$ cat config.mk
export PLATFORM = sky130hd
export DESIGN_NAME = duck_sprite_fetch
export DESIGN_NICKNAME = d
export VERILOG_FILES = /design/src/rtl/duck_sprite_fetch.sv
export SDC_FILE = /design/constraint.sdc
export NUM_CORES = 1
export LEC_CHECK = 0
export CORE_MARGIN = 4
export CORE_UTILIZATION = 35
export CTS_CLUSTER_DIAMETER = 100
export DETAILED_ROUTE_END_ITERATION = 6
export PLACE_DENSITY_LB_ADDON = 0.1
export SLEW_MARGIN = 20
export SYNTH_ARGS = -nofsm -noshare
export SYNTH_HDL_FRONTEND = slang
export SYNTH_SLANG_ARGS = --single-unit
export TNS_END_PERCENT = 10
$ cat constraint.sdc
create_clock -name Clk -period 3.7 [get_ports Clk]
set_input_delay 0.555 -clock Clk [delete_from_list [all_inputs] [get_ports Clk]]
set_output_delay 0.555 -clock Clk [all_outputs]
set_load 0.01 [all_outputs]
$ cat src/rtl/duck_sprite_fetch.sv
// Duck sprite fetch: maps the beam onto the duck box, addresses the sprite ROM, registers the colour index.
// Latency: beam sampled at edge n, rom_addr at n+1, palette_idx/duck_on at n+3.
// Backpressure: none; free-running pixel pipeline, one pixel per clock.
module duck_sprite_fetch #(
  parameter int SPR_W           = 32,
  parameter int SPR_H           = 32,
  parameter int NUM_FRAMES      = 3,
  parameter int FRAME_DIV       = 8,
  parameter int FLASH_FRAMES    = 16,
  parameter int TRANSPARENT_IDX = 1,
  parameter int ADDR_W          = 12
) (
  input  logic              Clk,
  input  logic              Reset,
  input  logic [9:0]        DrawX,
  input  logic [9:0]        DrawY,
  input  logic              de,
  input  logic              vsync,
  input  logic [9:0]        duck_x,
  input  logic [9:0]        duck_y,
  input  logic              duck_en,
  input  logic              flip,
  input  logic              hit,
  output logic [ADDR_W-1:0] rom_addr,
  input  logic [3:0]        rom_q,
  output logic [3:0]        palette_idx,
  output logic              duck_on,
  output logic [1:0]        anim_frame
);

  localparam int XB = $clog2(SPR_W);
  localparam int YB = $clog2(SPR_H);
  localparam int DW = (FRAME_DIV > 1) ? $clog2(FRAME_DIV) : 1;
  localparam int FW = $clog2(FLASH_FRAMES + 1);
  localparam logic [3:0]        TIDX        = 4'(TRANSPARENT_IDX);
  localparam logic [ADDR_W-1:0] FRAME_WORDS = ADDR_W'(SPR_W * SPR_H);
  localparam logic [DW-1:0]     DIV_LAST    = DW'(FRAME_DIV - 1);
  localparam logic [1:0]        FRAME_LAST  = 2'(NUM_FRAMES - 1);

  typedef enum logic {IDLE, RUN} state_t;

  state_t        state_q, state_d;
  logic [1:0]    anim_d;
  logic [DW-1:0] div_cnt, div_d;
  logic [FW-1:0] flash_cnt;
  logic          vsync_q;
  logic          frame_start;
  logic          blink;

  // beam and duck placement sampled together so S1 sees one consistent pixel
  logic [9:0]    x_s, y_s, bx_s, by_s;
  logic          de_s, en_s, flip_s;

  logic [10:0]       off_x, off_y;
  logic              in_box;
  logic [XB-1:0]     col;
  logic [ADDR_W-1:0] addr_nxt;
  logic              in_box_d1, blink_d1, in_box_d2, blink_d2;
  logic              shown;

  assign frame_start = vsync_q & ~vsync;
  assign blink       = (flash_cnt != '0) & flash_cnt[1];

  always_ff @(posedge Clk or posedge Reset) begin
    if (Reset) begin
      vsync_q <= 1'b1;
    end else begin
      vsync_q <= vsync;
    end
  end

  always_ff @(posedge Clk or posedge Reset) begin
    if (Reset) begin
      x_s    <= '0;
      y_s    <= '0;
      bx_s   <= '0;
      by_s   <= '0;
      de_s   <= 1'b0;
      en_s   <= 1'b0;
      flip_s <= 1'b0;
    end else begin
      x_s    <= DrawX;
      y_s    <= DrawY;
      bx_s   <= duck_x;
      by_s   <= duck_y;
      de_s   <= de;
      en_s   <= duck_en;
      flip_s <= flip;
    end
  end

  // 11-bit offsets: a negative offset sets the top bit, so boxes off the edge never wrap in
  assign off_x    = {1'b0, x_s} - {1'b0, bx_s};
  assign off_y    = {1'b0, y_s} - {1'b0, by_s};
  assign in_box   = de_s & en_s & (off_x[10:XB] == '0) & (off_y[10:YB] == '0);
  assign col      = flip_s ? ~off_x[XB-1:0] : off_x[XB-1:0];
  assign addr_nxt = ADDR_W'(anim_frame) * FRAME_WORDS + ADDR_W'({off_y[YB-1:0], col});

  always_ff @(posedge Clk or posedge Reset) begin
    if (Reset) begin
      rom_addr  <= '0;
      in_box_d1 <= 1'b0;
      blink_d1  <= 1'b0;
      in_box_d2 <= 1'b0;
      blink_d2  <= 1'b0;
    end else begin
      if (in_box) begin
        rom_addr <= addr_nxt;
      end
      in_box_d1 <= in_box;
      blink_d1  <= blink;
      in_box_d2 <= in_box_d1;
      blink_d2  <= blink_d1;
    end
  end

  assign shown = in_box_d2 & ~blink_d2 & (rom_q != TIDX);

  always_ff @(posedge Clk or posedge Reset) begin
    if (Reset) begin
      palette_idx <= TIDX;
      duck_on     <= 1'b0;
    end else begin
      palette_idx <= shown ? rom_q : TIDX;
      duck_on     <= shown;
    end
  end

  // a hit outranks a coincident frame_start so the flash always gets its full length
  always_ff @(posedge Clk or posedge Reset) begin
    if (Reset) begin
      flash_cnt <= '0;
    end else if (hit) begin
      flash_cnt <= FW'(FLASH_FRAMES);
    end else if (frame_start && (flash_cnt != '0)) begin
      flash_cnt <= flash_cnt - 1'b1;
    end
  end

  always_ff @(posedge Clk or posedge Reset) begin
    if (Reset) begin
      state_q    <= IDLE;
      anim_frame <= '0;
      div_cnt    <= '0;
    end else begin
      state_q    <= state_d;
      anim_frame <= anim_d;
      div_cnt    <= div_d;
    end
  end

  always_comb begin
    state_d = state_q;
    anim_d  = anim_frame;
    div_d   = div_cnt;
    case (state_q)
      IDLE: begin
        anim_d = '0;
        div_d  = '0;
        if (duck_en) begin
          state_d = RUN;
        end
      end
      RUN: begin
        if (!duck_en) begin
          state_d = IDLE;
          anim_d  = '0;
          div_d   = '0;
        end else if (frame_start) begin
          if (div_cnt == DIV_LAST) begin
            div_d  = '0;
            anim_d = (anim_frame == FRAME_LAST) ? 2'd0 : anim_frame + 2'd1;
          end else begin
            div_d = div_cnt + 1'b1;
          end
        end
      end
      default: begin
        state_d = IDLE;
        anim_d  = '0;
        div_d   = '0;
      end
    endcase
  end

endmodule

==> flow_summary.html, run 1 <==
<table>
<tr><th>Metric</th><th>Value</th></tr>
<tr><th colspan="2">Drt</th></tr>
<tr><td>Detailed Route Iter0 Violations</td><td>80</td></tr>
<tr><td>Routed wire length per instance</td><td>13.1 microns</td></tr>
<tr><td>Wire length after detailed routing</td><td>about 6700 microns</td></tr>
<tr><td>Vias</td><td>2356</td></tr>
<tr><td>Per-cell via count in the routed design</td><td>about 4.6</td></tr>
<tr><td>DRT antenna net count</td><td>0</td></tr>
<tr><td>Post-route DRC</td><td>0</td></tr>
<tr><td>Initial DRT Pass Iterations</td><td>4</td></tr>
<tr><th colspan="2">Global route</th></tr>
<tr><td>GRT busiest layer</td><td>met2</td></tr>
<tr><td>GRT met1 Usage</td><td>roughly 16%</td></tr>
<tr><td>Global router's overall resource usage</td><td>between 10% and 20%</td></tr>
<tr><td>First-pass GRT wire length</td><td>between 10000 and 15000 microns</td></tr>
<tr><td>Met3 global-route usage</td><td>around 4.1%</td></tr>
<tr><td>GRT met2 Usage</td><td>between 20% and 30%</td></tr>
<tr><td>Maximum number of pins on one net before global-route repair</td><td>40</td></tr>
<tr><td>Antenna violations before repair</td><td>0</td></tr>
<tr><td>Total overflow reported by the global router</td><td>0</td></tr>
<tr><td>Number of global-route vias before repair</td><td>approximately 2400</td></tr>
<tr><th colspan="2">Setup path</th></tr>
<tr><td>Startpoint of the worst-slack reg-to-reg timing path</td><td>y_s[0]</td></tr>
<tr><td>Family of cells with the greatest summed delay on the critical path</td><td>simple AND/OR/NAND/NOR gates</td></tr>
<tr><td>Startpoint type of the worst setup path</td><td>flop</td></tr>
<tr><td>Crit path buf inv count</td><td>2</td></tr>
<tr><td>Cells traversed along the worst timing path</td><td>inv_1 -&gt; ha_1 -&gt; fa_1 -&gt; nor2b_1 -&gt; o31a_1 -&gt; nand2b_1 -&gt; a2111oi_4 -&gt; nand4b_2 -&gt; nor4_4 -&gt; buf_4 -&gt; mux2_1</td></tr>
<tr><td>Startpoint of the most critical setup path</td><td>y_s[0]</td></tr>
<tr><td>Max incr delay on CP</td><td>between 0.4 and 0.5 ns</td></tr>
<tr><td>Sort of element at the end of the critical path</td><td>flop</td></tr>
<tr><td>Crit-path max FO</td><td>10</td></tr>
<tr><td>Endpoint arrival time on the critical path</td><td>3.43 ns</td></tr>
<tr><td>Required arrival time at the worst endpoint</td><td>about 3.9 ns</td></tr>
<tr><td>CP max-delay cell</td><td>sky130_fd_sc_hd__fa_1</td></tr>
<tr><td>Worst Setup Path Type</td><td>reg2reg</td></tr>
<tr><th colspan="2">Power</th></tr>
<tr><td>Static Leakage</td><td>between 0.002 and 0.0025 uW</td></tr>
<tr><td>Maximum vdd ir drop</td><td>about 180 uV</td></tr>
<tr><td>P per Cell Area</td><td>slightly below 400 nW/um^2</td></tr>
<tr><th colspan="2">Clock network</th></tr>
<tr><td>Number of H-tree levels</td><td>3</td></tr>
<tr><td>Clock Latency Late Sink</td><td>between 0.3 and 0.4 ns</td></tr>
<tr><td>Setup bufs post-CTS</td><td>0</td></tr>
<tr><td>Num CTS Buffers</td><td>9</td></tr>
<tr><td>Worst-path clk slew</td><td>approximately 0.080 ns</td></tr>
<tr><td>CTS tree</td><td>built</td></tr>
<tr><td>Post-cts gate resize count</td><td>0</td></tr>
<tr><td>Clock tree buffer depth</td><td>2</td></tr>
<tr><td>Hold buffer count at CTS</td><td>0</td></tr>
<tr><td>Sink count of the clock tree</td><td>75</td></tr>
<tr><td>Root Buffer</td><td>sky130_fd_sc_hd__clkbuf_8</td></tr>
<tr><th colspan="2">Synth</th></tr>
<tr><td>Post-synth EDFFs</td><td>0</td></tr>
<tr><td>Synth Area in Simple Gates</td><td>about an eighth</td></tr>
<tr><td>Share of synthesized cell area in full adder, half adder and majority cells</td><td>9.68%</td></tr>
<tr><td>Ranking of synthesized cells by area</td><td>sky130_fd_sc_hd__dfrtp_1 52%, sky130_fd_sc_hd__ha_1 8.5%, sky130_fd_sc_hd__mux2_4 3.4%</td></tr>
<tr><td>Sequential fraction of the synthesis area</td><td>a little over half</td></tr>
<tr><td>Dominant cell by count in the synthesized netlist</td><td>sky130_fd_sc_hd__dfrtp_1</td></tr>
<tr><td>Yosys warning total</td><td>0</td></tr>
<tr><td>Main combinational cell family by area after synthesis</td><td>compound AO/OA/AOI/OAI gates</td></tr>
<tr><td>Count of cell types in the netlist</td><td>50</td></tr>
<tr><td>Cells after synthesis</td><td>299</td></tr>
<tr><td>Synth Area in Compound Gates</td><td>a little under an eighth</td></tr>
<tr><td>Fraction of synthesized cell area in xor and xnor cells</td><td>roughly 3.7%</td></tr>
<tr><td>Synthesized cell area</td><td>about 3500 sq um</td></tr>
<tr><td>Largest area contributor in the synthesized netlist</td><td>sky130_fd_sc_hd__dfrtp_1</td></tr>
<tr><td>Post-synthesis net count</td><td>approximately 380</td></tr>
<tr><td>Average cell area after synthesis</td><td>about 12 sq um</td></tr>
<tr><td>Flip-flop and latch count after synthesis</td><td>75</td></tr>
<tr><td>Synth async-reset ratio</td><td>100%</td></tr>
<tr><td>Portion of synthesized cell area occupied by the leading cell type</td><td>52.0%</td></tr>
<tr><td>Fraction of synthesized area in multiplexers</td><td>under 10%</td></tr>
<tr><td>Dominant register cell in the synthesized netlist</td><td>sky130_fd_sc_hd__dfrtp_1</td></tr>
<tr><td>Leading post-synthesis cells by instance count</td><td>73 x sky130_fd_sc_hd__dfrtp_1, 30 x sky130_fd_sc_hd__inv_1, 24 x sky130_fd_sc_hd__ha_1</td></tr>
<tr><th colspan="2">Floorplanning</th></tr>
<tr><td>Total I/O pin count</td><td>70</td></tr>
<tr><td>FP Rows</td><td>36</td></tr>
<tr><td>Height of the chip</td><td>108 microns</td></tr>
<tr><td>Die outline area</td><td>between 10000 and 15000 sq um</td></tr>
<tr><td>Starting utilization of the core area</td><td>roughly 36%</td></tr>
<tr><td>Total core area</td><td>9770 sq um</td></tr>
<tr><td>DIE WIDTH</td><td>108 microns</td></tr>
<tr><th colspan="2">Finish</th></tr>
<tr><td>Final-layout fill cell count</td><td>930</td></tr>
<tr><td>Inserted Diodes</td><td>0</td></tr>
<tr><td>Post-Route Utilization</td><td>around 47%</td></tr>
<tr><td>Share of final-layout standard cells stronger than drive strength 1</td><td>just under 9%</td></tr>
<tr><td>Net count, final</td><td>452</td></tr>
<tr><td>Final instance area</td><td>between 4000 and 5000 sq um</td></tr>
<tr><td>P&amp;R area growth vs syn</td><td>29.4%</td></tr>
<tr><th colspan="2">Timing</th></tr>
<tr><td>Worst clock skew</td><td>between 0.007 and 0.008 ns</td></tr>
<tr><td>Fin worst setup slack</td><td>between 0.4 and 0.5 ns</td></tr>
<tr><td>Setup repair after global routing missed its margin</td><td>false</td></tr>
<tr><td>Final setup viols</td><td>0</td></tr>
<tr><td>Slew at the pin with the worst max-slew slack</td><td>0.790 ns</td></tr>
<tr><td>Relative max-transition margin</td><td>between 40% and 50%</td></tr>
<tr><td>Total count of max-transition violations in the final report</td><td>0</td></tr>
<tr><td>Final worst path period share</td><td>roughly 87%</td></tr>
<tr><td>Shortest clock period the worst path allows after layout</td><td>between 3 and 4 ns</td></tr>
<tr><td>Final hold violation count</td><td>0</td></tr>
<tr><td>Aggregate negative setup slack</td><td>0 ns</td></tr>
<tr><td>Worst hold slack after final layout</td><td>about 0.35 ns</td></tr>
<tr><td>Fmax</td><td>a little over 300 MHz</td></tr>
<tr><th colspan="2">Placed design</th></tr>
<tr><td>Post-placement cell area</td><td>roughly 4400 sq um</td></tr>
<tr><td>Global placer's final weighted congestion</td><td>roughly 0.74</td></tr>
<tr><td>Setup slack at placement</td><td>0.473 ns</td></tr>
<tr><td>HPWL after detailed placement</td><td>between 5000 and 6000 microns</td></tr>
<tr><td>Port-buffer cells</td><td>69</td></tr>
<tr><th colspan="2">Job</th></tr>
<tr><td>Max-cap violation count</td><td>0</td></tr>
<tr><th colspan="2">Min path</th></tr>
<tr><td>Tightest Hold Check Type</td><td>reg2reg</td></tr>
<tr><td>Startpoint of the most critical hold path</td><td>blink_d1</td></tr>
<tr><th colspan="2">Status</th></tr>
<tr><td>Run status</td><td>completed</td></tr>
</table>
[stage by stage]
| step | std cells | power, uW |
|---|---|---|
| 6_report | 513 | 1780 |
| 5_1_grt | 513 | 1880 |
| 4_1_cts | 513 | 1810 |
| 3_5_place_dp | 497 | 1170 |
| 3_3_place_gp | 497 | 1170 |
| 2_1_floorplan | 299 | 1070 |
[state kept, by name, summed over array words and instances (netlist names), 2 cells and up]
name,cells
rom_addr,12
anim_frame,2
bx_s,10
x_s,10
div_cnt,3
y_s,10
flash_cnt,5
palette_idx,4
by_s,10
[placed cells by master, fill, tap and decap left out, types with 2 or more instances in the layout]
master / synthesis / layout
sky130_fd_sc_hd__xor2_1: 4 / 4
sky130_fd_sc_hd__mux2i_1: 2 / 2
sky130_fd_sc_hd__mux2_4: 8 / 8
sky130_fd_sc_hd__nor3b_1: 2 / 2
sky130_fd_sc_hd__nor3_1: 8 / 8
sky130_fd_sc_hd__dfstp_2: 2 / 2
sky130_fd_sc_hd__o211ai_1: 2 / 2
sky130_fd_sc_hd__o21ai_0: 6 / 6
sky130_fd_sc_hd__nor2_1: 19 / 19
sky130_fd_sc_hd__clkbuf_8: 0 / 10
sky130_fd_sc_hd__nand2b_1: 6 / 6
sky130_fd_sc_hd__clkinvlp_4: 0 / 2
sky130_fd_sc_hd__a21o_1: 7 / 7
sky130_fd_sc_hd__inv_1: 30 / 29
sky130_fd_sc_hd__and3_1: 2 / 2
sky130_fd_sc_hd__o21ai_1: 2 / 2
sky130_fd_sc_hd__fa_1: 2 / 2
sky130_fd_sc_hd__a21oi_1: 13 / 13
sky130_fd_sc_hd__and2_1: 3 / 3
sky130_fd_sc_hd__dfrtp_1: 73 / 73
sky130_fd_sc_hd__clkbuf_1: 1 / 2
sky130_fd_sc_hd__clkdlybuf4s50_1: 0 / 69
sky130_fd_sc_hd__nand3_1: 3 / 3
sky130_fd_sc_hd__nor2b_1: 7 / 7
sky130_fd_sc_hd__o22ai_1: 4 / 4
sky130_fd_sc_hd__o2111ai_1: 6 / 6
sky130_fd_sc_hd__o21a_1: 5 / 5
sky130_fd_sc_hd__a211oi_1: 2 / 2
sky130_fd_sc_hd__ha_1: 24 / 24
sky130_fd_sc_hd__a31oi_1: 4 / 4
sky130_fd_sc_hd__mux2_1: 2 / 2
sky130_fd_sc_hd__nand3b_1: 2 / 2
sky130_fd_sc_hd__xnor2_1: 11 / 11
sky130_fd_sc_hd__nand2_1: 16 / 16
[power by group]
group          switching, uW  total, uW  leakage, uW  internal, uW
registers               16.3        869     0.000933           852
clock network            294        624    0.0000926           330
logic                    141        284      0.00102           142
[kinds of logic after synthesis]
group	count (synthesis)
adder cells (fa/ha/maj)	26
AND/OR/NAND/NOR	76
AO/OA/AOI/OAI	58
XOR/XNOR	15
multiplexers	13
flip-flops	75
buffers and inverters	36
[cell type report]
class,count,area [sq um],share of cell area [%]
inverter,30,113,2.48
timing repair buffer,71,718,15.8
multi-input combinational,188,1480,32.5
sequential,75,1880,41.3
clock inverter,4,50.0,1.10
clock buffer,12,145,3.19
tap,133,166,3.66
[routing by layer]
layer  vias to the layer above  routed length [microns]
met2                        59                     3160
met5                         -                        0
li1                       1184                        -
met4                         0                       89
met1                      1103                     3060
met3                        10                      396
[final timing paths]
kind | to | slack [ns] | depth (start not counted)
max | rom_addr[9] | 0.49 | 11
min | blink_d2 | 0.35 | 0
max reg2reg | rom_addr[9] | 0.49 | 11
min reg2reg | blink_d2 | 0.35 | 0
max in group asynchronous | vsync_q | 2.30 | 3
min in group asynchronous | duck_on | 0.68 | 2
Note: power is estimated with default switching activity, not from simulation.
==> run 2: changes to the inputs <==
--- a/config.mk
+++ b/config.mk
@@ -7,9 +7,11 @@
 export LEC_CHECK = 0
 export CORE_MARGIN = 4
 export CORE_UTILIZATION = 35
+export CTS_BUF_LIST = sky130_fd_sc_hd__clkbuf_16
 export CTS_CLUSTER_DIAMETER = 100
 export DETAILED_ROUTE_END_ITERATION = 6
 export PLACE_DENSITY_LB_ADDON = 0.1
+export RECOVER_POWER = 100
 export SLEW_MARGIN = 20
 export SYNTH_ARGS = -nofsm -noshare
 export SYNTH_HDL_FRONTEND = slang
==> flow_summary.html, run 2 (synthesized netlist as in run 1, its figures left out) <==
<table>
<tr><th>Metric</th><th>Value</th></tr>
<tr><th colspan="2">Power</th></tr>
<tr><td>P per Cell Area</td><td>429 nW/um^2</td></tr>
<tr><td>Static Leakage</td><td>between 0.002 and 0.0025 uW</td></tr>
<tr><td>Power consumption</td><td>just under 2000 uW</td></tr>
<tr><td>Maximum vdd ir drop</td><td>approximately 210 uV</td></tr>
<tr><th colspan="2">Setup path</th></tr>
<tr><td>Crit-path max FO</td><td>10</td></tr>
<tr><td>Family of cells with the greatest summed delay on the critical path</td><td>simple AND/OR/NAND/NOR gates</td></tr>
<tr><td>Startpoint of the worst-slack reg-to-reg timing path</td><td>y_s[0]</td></tr>
<tr><td>CP max-delay cell</td><td>sky130_fd_sc_hd__fa_1</td></tr>
<tr><td>Cell depth of the worst flop-to-flop path</td><td>11</td></tr>
<tr><td>Startpoint type of the worst setup path</td><td>flop</td></tr>
<tr><td>Worst setup slack for register-to-register paths</td><td>around 0.42 ns</td></tr>
<tr><td>Terminus of the critical flop-to-flop path</td><td>rom_addr[4]</td></tr>
<tr><td>Worst Setup Path Type</td><td>reg2reg</td></tr>
<tr><td>Sort of element at the end of the critical path</td><td>flop</td></tr>
<tr><td>Required arrival time at the worst endpoint</td><td>slightly below 4 ns</td></tr>
<tr><td>Cells traversed along the worst timing path</td><td>inv_1 -&gt; ha_1 -&gt; fa_1 -&gt; nor2b_1 -&gt; o31a_1 -&gt; nand2b_1 -&gt; a2111oi_4 -&gt; nand4b_2 -&gt; nor4_4 -&gt; clkbuf_2 -&gt; mux2_1</td></tr>
<tr><td>Max incr delay on CP</td><td>slightly above 0.4 ns</td></tr>
<tr><td>Endpoint arrival time on the critical path</td><td>~3.5 ns</td></tr>
<tr><td>Crit path buf inv count</td><td>2</td></tr>
<tr><th colspan="2">Drt</th></tr>
<tr><td>Vias</td><td>~2300</td></tr>
<tr><td>Detailed Route Iter0 Violations</td><td>80</td></tr>
<tr><td>Post-route DRC</td><td>0</td></tr>
<tr><td>DRT antenna net count</td><td>0</td></tr>
<tr><td>Routed wire length per instance</td><td>between 10 and 15 microns</td></tr>
<tr><td>Wire length after detailed routing</td><td>approximately 6600 microns</td></tr>
<tr><td>Initial DRT Pass Iterations</td><td>4</td></tr>
<tr><td>Per-cell via count in the routed design</td><td>approximately 4.5</td></tr>
<tr><th colspan="2">Finish</th></tr>
<tr><td>Net count, final</td><td>approximately 450</td></tr>
<tr><td>Commonest non-fill, non-tap cells in the layout</td><td>73 x sky130_fd_sc_hd__dfrtp_1, 65 x sky130_fd_sc_hd__dlygate4sd3_1, 32 x sky130_fd_sc_hd__inv_1</td></tr>
<tr><td>Register with the highest flop count</td><td>rom_addr</td></tr>
<tr><td>Commonest non-fill, non-tap cell in the layout</td><td>sky130_fd_sc_hd__dfrtp_1</td></tr>
<tr><td>Share of final-layout standard cells stronger than drive strength 1</td><td>6.58%</td></tr>
<tr><td>Final instance area</td><td>around 4600 sq um</td></tr>
<tr><td>Max reg flops</td><td>12</td></tr>
<tr><td>P&amp;R area growth vs syn</td><td>30.7%</td></tr>
<tr><td>Inserted Diodes</td><td>0</td></tr>
<tr><th colspan="2">Floorplanning</th></tr>
<tr><td>DIE WIDTH</td><td>108 microns</td></tr>
<tr><td>FP Rows</td><td>36</td></tr>
<tr><td>Total core area</td><td>9770 sq um</td></tr>
<tr><td>Height of the chip</td><td>~110 microns</td></tr>
<tr><td>Starting utilization of the core area</td><td>a little over a third</td></tr>
<tr><td>Die outline area</td><td>11700 sq um</td></tr>
<tr><td>Total I/O pin count</td><td>70</td></tr>
<tr><th colspan="2">Timing</th></tr>
<tr><td>Relative max-transition margin</td><td>8.77%</td></tr>
<tr><td>Final setup viols</td><td>0</td></tr>
<tr><td>Shortest clock period the worst path allows after layout</td><td>around 3.3 ns</td></tr>
<tr><td>Final hold violation count</td><td>0</td></tr>
<tr><td>Aggregate negative setup slack</td><td>0 ns</td></tr>
<tr><td>Final worst path period share</td><td>88.7%</td></tr>
<tr><td>Fin worst setup slack</td><td>~0.42 ns</td></tr>
<tr><td>Worst hold slack after final layout</td><td>around 0.35 ns</td></tr>
<tr><td>Worst clock skew</td><td>about 0.007 ns</td></tr>
<tr><td>Slew at the pin with the worst max-slew slack</td><td>between 1 and 1.5 ns</td></tr>
<tr><td>Setup repair after global routing missed its margin</td><td>false</td></tr>
<tr><td>Total count of max-transition violations in the final report</td><td>0</td></tr>
<tr><td>Fmax</td><td>slightly above 300 MHz</td></tr>
<tr><th colspan="2">Global route</th></tr>
<tr><td>First-pass GRT wire length</td><td>11300 microns</td></tr>
<tr><td>Global router's overall resource usage</td><td>between 10% and 20%</td></tr>
<tr><td>Number of global-route vias before repair</td><td>2449</td></tr>
<tr><td>Total overflow reported by the global router</td><td>0</td></tr>
<tr><td>Antenna violations before repair</td><td>0</td></tr>
<tr><td>Maximum number of pins on one net before global-route repair</td><td>40</td></tr>
<tr><th colspan="2">Clock network</th></tr>
<tr><td>Num CTS Buffers</td><td>9</td></tr>
<tr><td>Clock tree buffer depth</td><td>2</td></tr>
<tr><td>Hold buffer count at CTS</td><td>0</td></tr>
<tr><td>CTS tree</td><td>built</td></tr>
<tr><td>Setup bufs post-CTS</td><td>0</td></tr>
<tr><td>Sink count of the clock tree</td><td>between 70 and 80</td></tr>
<tr><td>Worst-path clk slew</td><td>about 0.06 ns</td></tr>
<tr><td>Clock Latency Late Sink</td><td>between 0.3 and 0.4 ns</td></tr>
<tr><td>Post-cts gate resize count</td><td>0</td></tr>
<tr><td>Number of H-tree levels</td><td>3</td></tr>
<tr><td>Root Buffer</td><td>sky130_fd_sc_hd__clkbuf_16</td></tr>
<tr><th colspan="2">Min path</th></tr>
<tr><td>Startpoint of the most critical hold path</td><td>blink_d1</td></tr>
<tr><td>WHS Endpoint</td><td>blink_d2</td></tr>
<tr><td>Tightest Hold Check Type</td><td>reg2reg</td></tr>
<tr><td>Number of stages on the worst hold path</td><td>0</td></tr>
<tr><th colspan="2">Placed design</th></tr>
<tr><td>Setup slack at placement</td><td>between 0.4 and 0.5 ns</td></tr>
<tr><td>Port-buffer cells</td><td>69</td></tr>
<tr><td>HPWL after detailed placement</td><td>between 5000 and 6000 microns</td></tr>
<tr><td>Post-placement cell area</td><td>4350 sq um</td></tr>
<tr><td>Global placer's final weighted congestion</td><td>about 0.74</td></tr>
<tr><th colspan="2">Status</th></tr>
<tr><td>Run status</td><td>completed</td></tr>
<tr><th colspan="2">Job</th></tr>
<tr><td>Max-cap violation count</td><td>0</td></tr>
</table>
==> run 2: cell types whose count changed in the layout (fill, tap and decap cells not counted), moves of 7 or more <==
cell,delta
sky130_fd_sc_hd__clkdlybuf4s50_1,-65
sky130_fd_sc_hd__dlygate4sd3_1,+65
sky130_fd_sc_hd__clkbuf_8,-10
sky130_fd_sc_hd__clkbuf_16,+9
sky130_fd_sc_hd__mux2_1,+7
sky130_fd_sc_hd__mux2_4,-7
==> run 2: worst max-delay path by stage <==
stage | start | end | slack, ns | depth (start not counted)
finish | y_s[0] | rom_addr[4] | 0.42 | 11
global route | y_s[0] | rom_addr[3] | 0.21 | 11
CTS | y_s[0] | rom_addr[9] | 0.47 | 11
detailed placement | y_s[0] | rom_addr[9] | 0.47 | 11
global placement | y_s[0] | rom_addr[9] | 0.54 | 11
floorplan | y_s[0] | rom_addr[0] | 0.84 | 11
==> run 2: where the power goes <==
group | internal, uW | leakage, uW | switching, uW
clock network | 513 | 0.000141 | 317
logic | 130 | 0.00109 | 141
registers | 854 | 0.000933 | 16.2
==> run 2: layer usage <==
layer | vias up | wire (microns) | global-route usage, %
met5 | - | 0 | 0
met4 | 0 | 75 | 3.25
met3 | 5 | 338 | 3.94
met2 | 46 | 3180 | 20.4
met1 | 1092 | 3040 | 15.6
li1 | 1188 | - | -
==> run 2: cell type report <==
| cell class | count | area, sq um |
|---|---|---|
| Fill cell | 930 | 5180 |
| Sequential cell | 75 | 1880 |
| Multi-Input combinational cell | 188 | 1450 |
| Timing Repair Buffer | 71 | 701 |
| Clock buffer | 9 | 225 |
| Tap cell | 133 | 166 |
| Inverter | 30 | 113 |
| Clock inverter | 7 | 61.3 |
==> run 2: stage by stage <==
step	std cells	utilization, %
2_1_floorplan	299	-
3_3_place_gp	497	44.5
3_5_place_dp	497	44.5
4_1_cts	513	47.5
5_1_grt	513	47.0
6_report	513	47.0
